<file path="config.mk">
export PLATFORM = sky130hd
export DESIGN_NAME = stopwatch_lap
export DESIGN_NICKNAME = d
export VERILOG_FILES = /design/src/rtl/stopwatch_lap.sv
export SDC_FILE = /design/constraint.sdc
export NUM_CORES = 1
export LEC_CHECK = 0
export BUFFER_PORTS_ARGS = -buffer_cell sky130_fd_sc_hd__buf_2
export CAP_MARGIN = 25
export CORE_UTILIZATION = 32
export CTS_CLUSTER_DIAMETER = 60
export DETAILED_ROUTE_END_ITERATION = 6
export PLACE_DENSITY = 0.53
export SYNTH_ARGS = -nofsm -noshare
export SYNTH_HDL_FRONTEND = slang
export SYNTH_SLANG_ARGS = --single-unit
</file>
<file path="constraint.sdc">
create_clock -name clk -period 5.1 [get_ports clk]
set_input_delay 0.765 -clock clk [delete_from_list [all_inputs] [get_ports clk]]
set_output_delay 0.765 -clock clk [all_outputs]
set_load 0.01 [all_outputs]
</file>
<file path="src/rtl/stopwatch_lap.sv">
// Lab-board BCD stopwatch with lap (split) display, sticky overflow and
// debounced-by-synchroniser start/stop and clear/lap pushbuttons.
module stopwatch_lap #(
  parameter int TICK_DIV = 5000000,
  parameter int DIGITS   = 3
) (
  input  logic                clk,
  input  logic                resetn,
  input  logic                S1,
  input  logic                S2,
  output logic [7*DIGITS-1:0] hex,
  output logic                running,
  output logic                lap_active,
  output logic                overflow
);

  localparam int PW = (TICK_DIV > 1) ? $clog2(TICK_DIV) : 1;

  typedef enum logic [1:0] {IDLE, RUN, LAP, STOP} state_t;

  state_t state, state_nx;

  logic s1_p0, s1_p1, s1_p2;
  logic s2_p0, s2_p1, s2_p2;
  logic press1, press2;
  logic clear, capture;

  logic [PW-1:0]         presc;
  logic                  tick;
  logic [4*DIGITS-1:0]   count, count_inc, lap_q, shown;
  logic                  carry;

  function automatic logic [6:0] seg7(input logic [3:0] d);
    case (d)
      4'd0: seg7 = 7'h40;
      4'd1: seg7 = 7'h79;
      4'd2: seg7 = 7'h24;
      4'd3: seg7 = 7'h30;
      4'd4: seg7 = 7'h19;
      4'd5: seg7 = 7'h12;
      4'd6: seg7 = 7'h02;
      4'd7: seg7 = 7'h78;
      4'd8: seg7 = 7'h00;
      4'd9: seg7 = 7'h10;
      default: seg7 = 7'h7F;
    endcase
  endfunction

  // Button stage: two synchroniser flops (_p0,_p1) then previous-value flop (_p2)
  always_ff @(posedge clk) begin
    if (!resetn) begin
      s1_p0 <= 1'b1; s1_p1 <= 1'b1; s1_p2 <= 1'b1;
      s2_p0 <= 1'b1; s2_p1 <= 1'b1; s2_p2 <= 1'b1;
    end else begin
      s1_p0 <= S1; s1_p1 <= s1_p0; s1_p2 <= s1_p1;
      s2_p0 <= S2; s2_p1 <= s2_p0; s2_p2 <= s2_p1;
    end
  end

  assign press1 = s1_p2 & ~s1_p1;
  assign press2 = s2_p2 & ~s2_p1;

  always_ff @(posedge clk) begin
    if (!resetn) state <= IDLE;
    else         state <= state_nx;
  end

  // S1 is checked first in every state, so a same-cycle S2 pulse is dropped.
  always_comb begin
    state_nx = state;
    clear    = 1'b0;
    capture  = 1'b0;
    case (state)
      IDLE: if (press1) state_nx = RUN;
      RUN: begin
        if (press1) state_nx = STOP;
        else if (press2) begin
          state_nx = LAP;
          capture  = 1'b1;
        end
      end
      LAP: begin
        if (press1)      state_nx = STOP;
        else if (press2) state_nx = RUN;
      end
      STOP: begin
        if (press1) state_nx = RUN;
        else if (press2) begin
          state_nx = IDLE;
          clear    = 1'b1;
        end
      end
      default: state_nx = IDLE;
    endcase
  end

  assign running    = (state == RUN) || (state == LAP);
  assign lap_active = (state == LAP);
  assign tick       = running && (presc == PW'(TICK_DIV - 1));

  always_comb begin
    count_inc = count;
    carry     = 1'b1;
    for (int i = 0; i < DIGITS; i++) begin
      if (carry) begin
        if (count[4*i +: 4] == 4'd9) begin
          count_inc[4*i +: 4] = 4'd0;
        end else begin
          count_inc[4*i +: 4] = count[4*i +: 4] + 4'd1;
          carry = 1'b0;
        end
      end
    end
  end

  // Timebase and count: tick and state change may share an edge; both apply.
  always_ff @(posedge clk) begin
    if (!resetn) begin
      presc    <= '0;
      count    <= '0;
      lap_q    <= '0;
      overflow <= 1'b0;
    end else if (clear) begin
      presc    <= '0;
      count    <= '0;
      lap_q    <= '0;
      overflow <= 1'b0;
    end else begin
      if (running) presc <= tick ? '0 : presc + PW'(1);
      if (capture) lap_q <= count;
      if (tick) begin
        count <= count_inc;
        if (carry) overflow <= 1'b1;
      end
    end
  end

  assign shown = lap_active ? lap_q : count;

  always_comb begin
    hex = '1;
    for (int i = 0; i < DIGITS; i++) hex[7*i +: 7] = seg7(shown[4*i +: 4]);
  end

endmodule

</file>
==> out/metrics.csv, run 1 <==
stage;metric;value;unit
outcome;outcome;complete, no violations;
logic_synthesis;Mapped Avg Cell Area;8.033;µm²
pwr;Pwr Density;245.4;nW/µm²
finish;layout cells sized above 1;11.76;%
setup_path;WP data required;4.34;ns
logic_synthesis;Mapped Cells;388;
logic_synthesis;post-synth top area share;35.97;%
clock_network;CTS max path bufs;2;
place;hpwl dp;4440;µm
floorplanning;Starting Density;33.41;%
place;pre-CTS setup slack;1.622;ns
clock_network;CTS resizes;0;
logic_synthesis;synthesized cell area;3117;µm²
clock_network;Reg clk slew, reported paths;0.10;ns
setup_path;crit path kind;reg -> out;
setup_path;Crit. End Element;output port;
drt;drt via density;4.946;
timing;post-route setup slack;1.640;ns
drt;DR pass1 iterations;4;
drt;Routed WL;6245;µm
timing;Setup TNS;0;ns
timing;Setup-failing EPs final;0;
timing;Max Transition Viols Final;0;
finish;Nets;417;
floorplanning;core area;9328;µm²
floorplanning;chip width;100.7;µm
timing;final worst path period need;3.460;ns
grt;initial antenna violation count;0;
floorplanning;I/O pins;28;
drt;mean routed wirelength per cell;11.63;µm
pwr;Overall Power;0.8473;mW
logic_synthesis;fraction of registers with async set/reset;0;%
clock_network;clk_lat worst skew;0.31;ns
hold_path;Worst Hold Class;reg -> reg;
clock_network;clock sink count;56;
job;max-cap violations;0;
logic_synthesis;Yosys reg bits;56;
logic_synthesis;Syn. warnings;0;
floorplanning;area of the die;10140;µm²
clock_network;CTS tree;yes;
grt;number of global-route vias before repair;2480;
grt;grt ovf;0;
grt;pin count of the biggest net entering global routing;29;
grt;Total GRT Usage;13.82;%
pwr;LEAKAGE;1.219;nW
timing;Slew HR;36.88;%
finish;area delta synth->final;10.76;%
setup_path;WP data arrival;2.70;ns
floorplanning;row cnt;35;
logic_synthesis;Net Count, Synth;398;
place;Port Buffers;27;
setup_path;Critical Path Fanout Max;18;
timing;RSZ-0062 raised after global routing;no;
timing;Final Hold Fails;0;
drt;antenna-violating nets left;0;
setup_path;crit path launch type;register;
pwr;Max VDD drop;0.08716;mV
timing;Slew @ Worst Pin;0.9433;ns
clock_network;Num CTS Buffers;5;
clock_network;# hold bufs at CTS;0;
finish;antenna cells;0;
drt;DR DRC count;0;
logic_synthesis;number of enable flip-flop cells after synthesis;0;
place;GP Congestion;0.7562;
floorplanning;die height;100.7;µm
logic_synthesis;top cells by area, synth;dfxtp_1, nor2_1, o21ai_0, a21oi_1, nand2_1;
logic_synthesis;post-synth top area cell;dfxtp_1;
logic_synthesis;Post-synth top flop;dfxtp_1;
drt;via count;2656;
grt;first-pass GRT wire length;11500;µm
logic_synthesis;register area share after synthesis;35.97;%
finish;leading cell type in the layout, fill and taps excluded;dfxtp_1;
clock_network;CTS Root Cell;clkbuf_8;
timing;fmax;289.0;MHz
drt;1st-iter DRT viols;81;
clock_network;H-tree levels;2;
clock_network;setup bufs post-CTS;0;
logic_synthesis;post-synthesis cell type count;45;
finish;commonest cells after routing, fill and taps aside;dfxtp_1, nor2_1, nand2_1;
finish;final core area utilization;37.01;%
timing;Worst Skew;0.01091;ns
timing;final worst path period share;67.85;%
## logic make-up (layout without fill, tap and decap cells)
| kind of cell | Yosys count | after routing | share of synthesized area [%] |
|---|---|---|---|
| AND/OR/NAND/NOR | 179 | 179 | 31.07 |
| multiplexers | 18 | 18 | 5.941 |
| AO/OA/AOI/OAI | 78 | 78 | 13.85 |
| adder cells (fa/ha/maj) | 6 | 6 | 2.409 |
| buffers and inverters | 25 | 45 | 3.452 |
| XOR/XNOR | 26 | 26 | 7.306 |
| flip-flops | 56 | 56 | 35.97 |
## worst max-delay path, stage by stage, from the launching register on
cell     delay [ns]
dfxtp_1        0.34
inv_1          0.14
ha_1           0.39
buf_16         0.21
mux2i_1        0.53
and2_1         0.28
o21ai_0        0.12
o21ai_0        0.10
o21ai_0        0.09
buf_2          0.16
## where the power goes
part           internal, mW  leakage [nW]  switching [mW]  total [mW]
Clock                0.0986        0.0424           0.143       0.242
Sequential            0.449         0.453          0.0118       0.461
Combinational        0.0522         0.724          0.0919       0.144
Total                 0.600          1.22           0.247       0.847
## final timing paths
check	from	end	slack [ns]	cells after the start
worst max-delay path	state[0]$_SDFFE_PN0P_	hex[10]	1.64	9
worst min-delay path	s1_p0$_SDFF_PN1_	s1_p1$_SDFF_PN1_	0.41	1
worst max register to register	state[1]$_SDFFE_PN0P_	presc[10]$_SDFFE_PP0P_	2.20	7
worst min register to register	s1_p0$_SDFF_PN1_	s1_p1$_SDFF_PN1_	0.41	1
## metrics by stage
| step | hold slack, ns | std cells | cell area [µm²] |
|---|---|---|---|
| floorplan | 0.3863 | 388 | 3117 |
| global placement | 0.3914 | 528 | 3339 |
| detailed placement | 0.3909 | 528 | 3339 |
| CTS | 0.4160 | 536 | 3425 |
| global route | 0.4376 | 537 | 3452 |
| finish | 0.4133 | 537 | 3452 |
## registers in the layout, indices dropped and copies added, names as in the netlist, 2 cells and up
name,cells
count,12
lap_q,12
presc,23
state,2
## metal layers
| metal | up-vias | share of wire (%) | global-route usage, % |
|---|---|---|---|
| li1 | 1405 | - | - |
| met1 | 1214 | 52 | 18.49 |
| met2 | 29 | 44 | 22.87 |
| met3 | 8 | 2.3 | 2.358 |
| met4 | 0 | 1.2 | 3.902 |
| met5 | - | 0 | 0 |
## synthesized netlist by cell type (2+ instances only)
| cell type | count |
|---|---|
| dfxtp_1 | 56 |
| nor2_1 | 48 |
| nand2_1 | 39 |
| o21ai_0 | 35 |
| a21oi_1 | 30 |
| nand3_1 | 23 |
| xor2_1 | 16 |
| mux2i_1 | 14 |
| nand4_1 | 12 |
| xnor2_1 | 10 |
| inv_1 | 9 |
| nand2b_1 | 9 |
| buf_2 | 8 |
| or3_1 | 7 |
| clkbuf_1 | 6 |
| ha_1 | 6 |
| and3_1 | 5 |
| nor3_1 | 5 |
| and2_1 | 4 |
| mux2_2 | 4 |
| nor2b_1 | 4 |
| a221o_1 | 3 |
| a22oi_1 | 3 |
| a31oi_1 | 3 |
| and4_1 | 3 |
| nand4b_1 | 3 |
| nand3b_1 | 2 |
| nor3b_1 | 2 |
| nor4_1 | 2 |
| nor4b_2 | 2 |
## final cells by class
type,instances,area (µm²)
multi-input combinational,307,1888
timing repair buffer,28,162.7
clock inverter,1,8.758
inverter,9,33.78
sequential,56,1121
fill,970,5876
tap,129,161.4
clock buffer,7,76.32
Note: power is estimated with default switching activity, not from simulation.
==> inputs of run 2 (changes only) <==
--- a/config.mk
+++ b/config.mk
@@ -5,12 +5,13 @@
 export SDC_FILE = /design/constraint.sdc
 export NUM_CORES = 1
 export LEC_CHECK = 0
+export ABC_AREA = 1
 export BUFFER_PORTS_ARGS = -buffer_cell sky130_fd_sc_hd__buf_2
 export CAP_MARGIN = 25
 export CORE_UTILIZATION = 32
 export CTS_CLUSTER_DIAMETER = 60
 export DETAILED_ROUTE_END_ITERATION = 6
-export PLACE_DENSITY = 0.53
+export PLACE_DENSITY = 0.55
 export SYNTH_ARGS = -nofsm -noshare
 export SYNTH_HDL_FRONTEND = slang
 export SYNTH_SLANG_ARGS = --single-unit
==> constraint.sdc (replaced) <==
create_clock -name clk -period 2.9 [get_ports clk]
set_input_delay 0.435 -clock clk [delete_from_list [all_inputs] [get_ports clk]]
set_output_delay 0.435 -clock clk [all_outputs]
set_load 0.01 [all_outputs]
==> out/metrics.csv, run 2 <==
stage;metric;value;unit;change
pwr;Max VDD drop;0.2445;mV;+180%
logic_synthesis;Net Count, Synth;533;;+34%
grt;first-pass GRT wire length;12950;µm;+13%
timing;post-route setup slack;0.2003;ns;-1.439 ns
setup_path;WP data required;2.47;ns;-1.87 ns
drt;DR DRC count;0;;unchanged
logic_synthesis;post-synth top area share;32.76;%;-3.2 points
grt;grt ovf;0;;unchanged
drt;Routed WL;7274;µm;+16%
pwr;Overall Power;1.821;mW;+110%
timing;Final Hold Fails;0;;unchanged
logic_synthesis;top cells by count, synth;nand2_1, inv_1, nor2_1;;
floorplanning;core area;10320;µm²;+11%
floorplanning;area of the die;11110;µm²;+9.6%
finish;Non-Filler Instances;686;;+28%
timing;Max Transition Viols Final;0;;unchanged
logic_synthesis;Syn. warnings;0;;unchanged
place;# placed instances;678;;+28%
clock_network;Num CTS Buffers;5;;unchanged
clock_network;clock sink count;56;;unchanged
finish;antenna cells;0;;unchanged
clock_network;setup bufs post-CTS;0;;unchanged
drt;1st-iter DRT viols;163;;+100%
timing;RSZ-0062 raised after global routing;no;;
hold_path;Min-Delay Path Depth;2;;+1
place;Placement Cell Area;3674;µm²;+10%
finish;Top reg by flops;presc;;
timing;fmax;370.4;MHz;
logic_synthesis;Yosys reg bits;56;;unchanged
drt;drt via density;4.586;;-7.3%
timing;final worst path period share;93.09;%;
finish;leading cell type in the layout, fill and taps excluded;nand2_1;;
drt;DR pass1 iterations;4;;unchanged
hold_path;Worst Hold Launch;S2;;
finish;layout cells sized above 1;16.18;%;+4.4 points
logic_synthesis;Mapped Cells;523;;+35%
finish;commonest cells after routing, fill and taps aside;nand2_1, inv_1, nor2_1;;
grt;pin count of the biggest net entering global routing;28;;-3.4%
place;GP Congestion;0.8566;;+13%
floorplanning;row cnt;37;;+5.7%
clock_network;CTS max path bufs;2;;unchanged
setup_path;FF-to-FF path depth;10;;+3
drt;mean routed wirelength per cell;10.60;µm;-8.8%
finish;final core area utilization;36.92;%;-0.092 points
finish;Fill cells;1093;;+13%
floorplanning;die height;105.4;µm;+4.7%
timing;Setup-failing EPs final;0;;unchanged
clock_network;Reg clk slew, reported paths;0.10;ns;about the same
finish;number of flip-flops in the largest register;23;;unchanged
timing;Setup TNS;0;ns;unchanged
logic_synthesis;Post-synth top flop;dfxtp_1;;
logic_synthesis;top cells by area, synth;dfxtp_1, nand2_1, inv_1, nor2_1, o21ai_0;;
setup_path;worst flop-to-flop path startpoint;state[0]$_SDFFE_PN0P_;;
setup_path;crit path kind;reg -> out;;
logic_synthesis;most frequent cell after synthesis;nand2_1;;
timing;final worst path period need;2.700;ns;
setup_path;Crit. End Element;output port;;
timing;Worst Skew;0.01485;ns;+0.003945 ns
pwr;LEAKAGE;1.614;nW;+32%
logic_synthesis;post-synthesis cell type count;36;;-20%
logic_synthesis;Mapped Avg Cell Area;6.543;µm²;-19%
place;hpwl dp;5586;µm;+26%
floorplanning;I/O pins;28;;unchanged
setup_path;WP data arrival;2.26;ns;-0.44 ns
logic_synthesis;post-synth top area cell;dfxtp_1;;
finish;fin area;3811;µm²;+10%
clock_network;clk_lat worst skew;0.32;ns;about the same
logic_synthesis;synthesized cell area;3422;µm²;+9.8%
timing;Slew HR;49.24;%;+12 points
clock_network;CTS tree;yes;;
outcome;outcome;complete, no violations;;
logic_synthesis;register area share after synthesis;32.76;%;-3.2 points
setup_path;Critical Path Fanout Max;27;;+9
pwr;Pwr Density;477.7;nW/µm²;+95%
place;Port Buffers;27;;unchanged
clock_network;CTS Root Cell;clkbuf_8;;
finish;multi-input combinational cell area;1902;µm²;+0.73%
place;pre-CTS setup slack;0.5358;ns;-1.086 ns
drt;via count;3146;;+18%
finish;area delta synth->final;11.37;%;
job;max-cap violations;0;;unchanged
setup_path;R2R Setup Slk;0.74;ns;-1.46 ns
floorplanning;Starting Density;33.15;%;-0.27 points
hold_path;Worst Hold Class;in -> reg;;
floorplanning;chip width;105.4;µm;+4.7%
grt;Total GRT Usage;13.87;%;+0.047 points
logic_synthesis;number of enable flip-flop cells after synthesis;0;;unchanged
finish;biggest regs;presc x23, count x12, lap_q x12;;
timing;hold_ws;0.3002;ns;-0.1131 ns
setup_path;crit path launch type;register;;
clock_network;H-tree levels;2;;unchanged
finish;Seq. cell area;1121;µm²;unchanged
drt;antenna-violating nets left;0;;unchanged
timing;Slew @ Worst Pin;0.7593;ns;-0.1840 ns
setup_path;Worst R2R End;presc[1]$_SDFFE_PP0P_;;
grt;initial antenna violation count;0;;unchanged
finish;Nets;559;;+34%
grt;number of global-route vias before repair;2910;;+17%
hold_path;hold worst-path end;s2_p0$_SDFF_PN1_;;
logic_synthesis;fraction of registers with async set/reset;0;%;unchanged
## run 2: changes by cell type after synthesis, moves of 7 or more
cell	change
o21ai_0	+8
or2_2	+7
nor3_1	+9
nand2_1	+81
or3_1	-7
inv_1	+67
xor2_1	-11
nand2b_1	-8
xnor2_1	-9
nor2_2	+7
mux2i_1	-14
nor2_1	+13
## run 2: worst max path at each step
stage | from | end | slack, ns | cells after the start
final | state[0]$_SDFFE_PN0P_ | hex[17] | 0.20 | 9
after global routing | state[0]$_SDFFE_PN0P_ | hex[19] | 0.0009 | 9
after floorplan | state[0]$_SDFFE_PN0P_ | hex[12] | 0.73 | 9
after global placement | state[0]$_SDFFE_PN0P_ | hex[20] | 0.64 | 9
after detailed placement | state[0]$_SDFFE_PN0P_ | hex[17] | 0.54 | 9
after CTS | state[0]$_SDFFE_PN0P_ | hex[17] | 0.18 | 9
## run 2: worst max-delay path: stages, from the launching register on
cell and delay, ns:
dfxtp_1 0.41, inv_1 0.11, ha_1 0.20, buf_4 0.22, o21ai_0 0.29, inv_1 0.13
nor2_1 0.17, or2_4 0.17, o21ai_0 0.09, buf_2 0.15
## run 2: metal layers
metal / wire, µm / vias to the layer above / track usage (%) / share of wire, %
met5: 0 / - / 0 / 0
met4: 70 / 0 / 3.119 / 0.96
met3: 267 / 9 / 2.474 / 3.7
met2: 3137 / 49 / 22.93 / 43
met1: 3798 / 1380 / 18.71 / 52
li1: - / 1708 / - / -
## run 2: timing repair
| action | in CTS | in global routing |
|---|---|---|
| endpoints found under the setup margin | 0 | 4 |
| hold buffers | 0 | 0 |
| gates resized for setup | 0 | 2 |
## run 2: cell families after synthesis
family | Yosys count | synth area share, %
xor gates and xnor gates | 6 | 1.536
and+or+nand+nor | 277 | 38.68
buffers and inverters | 95 | 11.66
DFF | 56 | 32.76
AOI/OAI and AO/OA | 83 | 13.16
adders and majority gates | 6 | 2.194
## run 2: power by group
group	internal (mW)	leakage, nW	switching, mW
registers	0.800	0.453	0.0233
clock network	0.348	0.0687	0.273
logic	0.131	1.09	0.245
## run 2: cell type report
cell class	count	share of cell area, %
clock buffer	5	1.806
clock inverter	3	1.806
inverter	82	8.076
sequential	56	29.42
multi-input combinational	372	49.90
tap	136	4.465
timing repair buffer	32	4.531
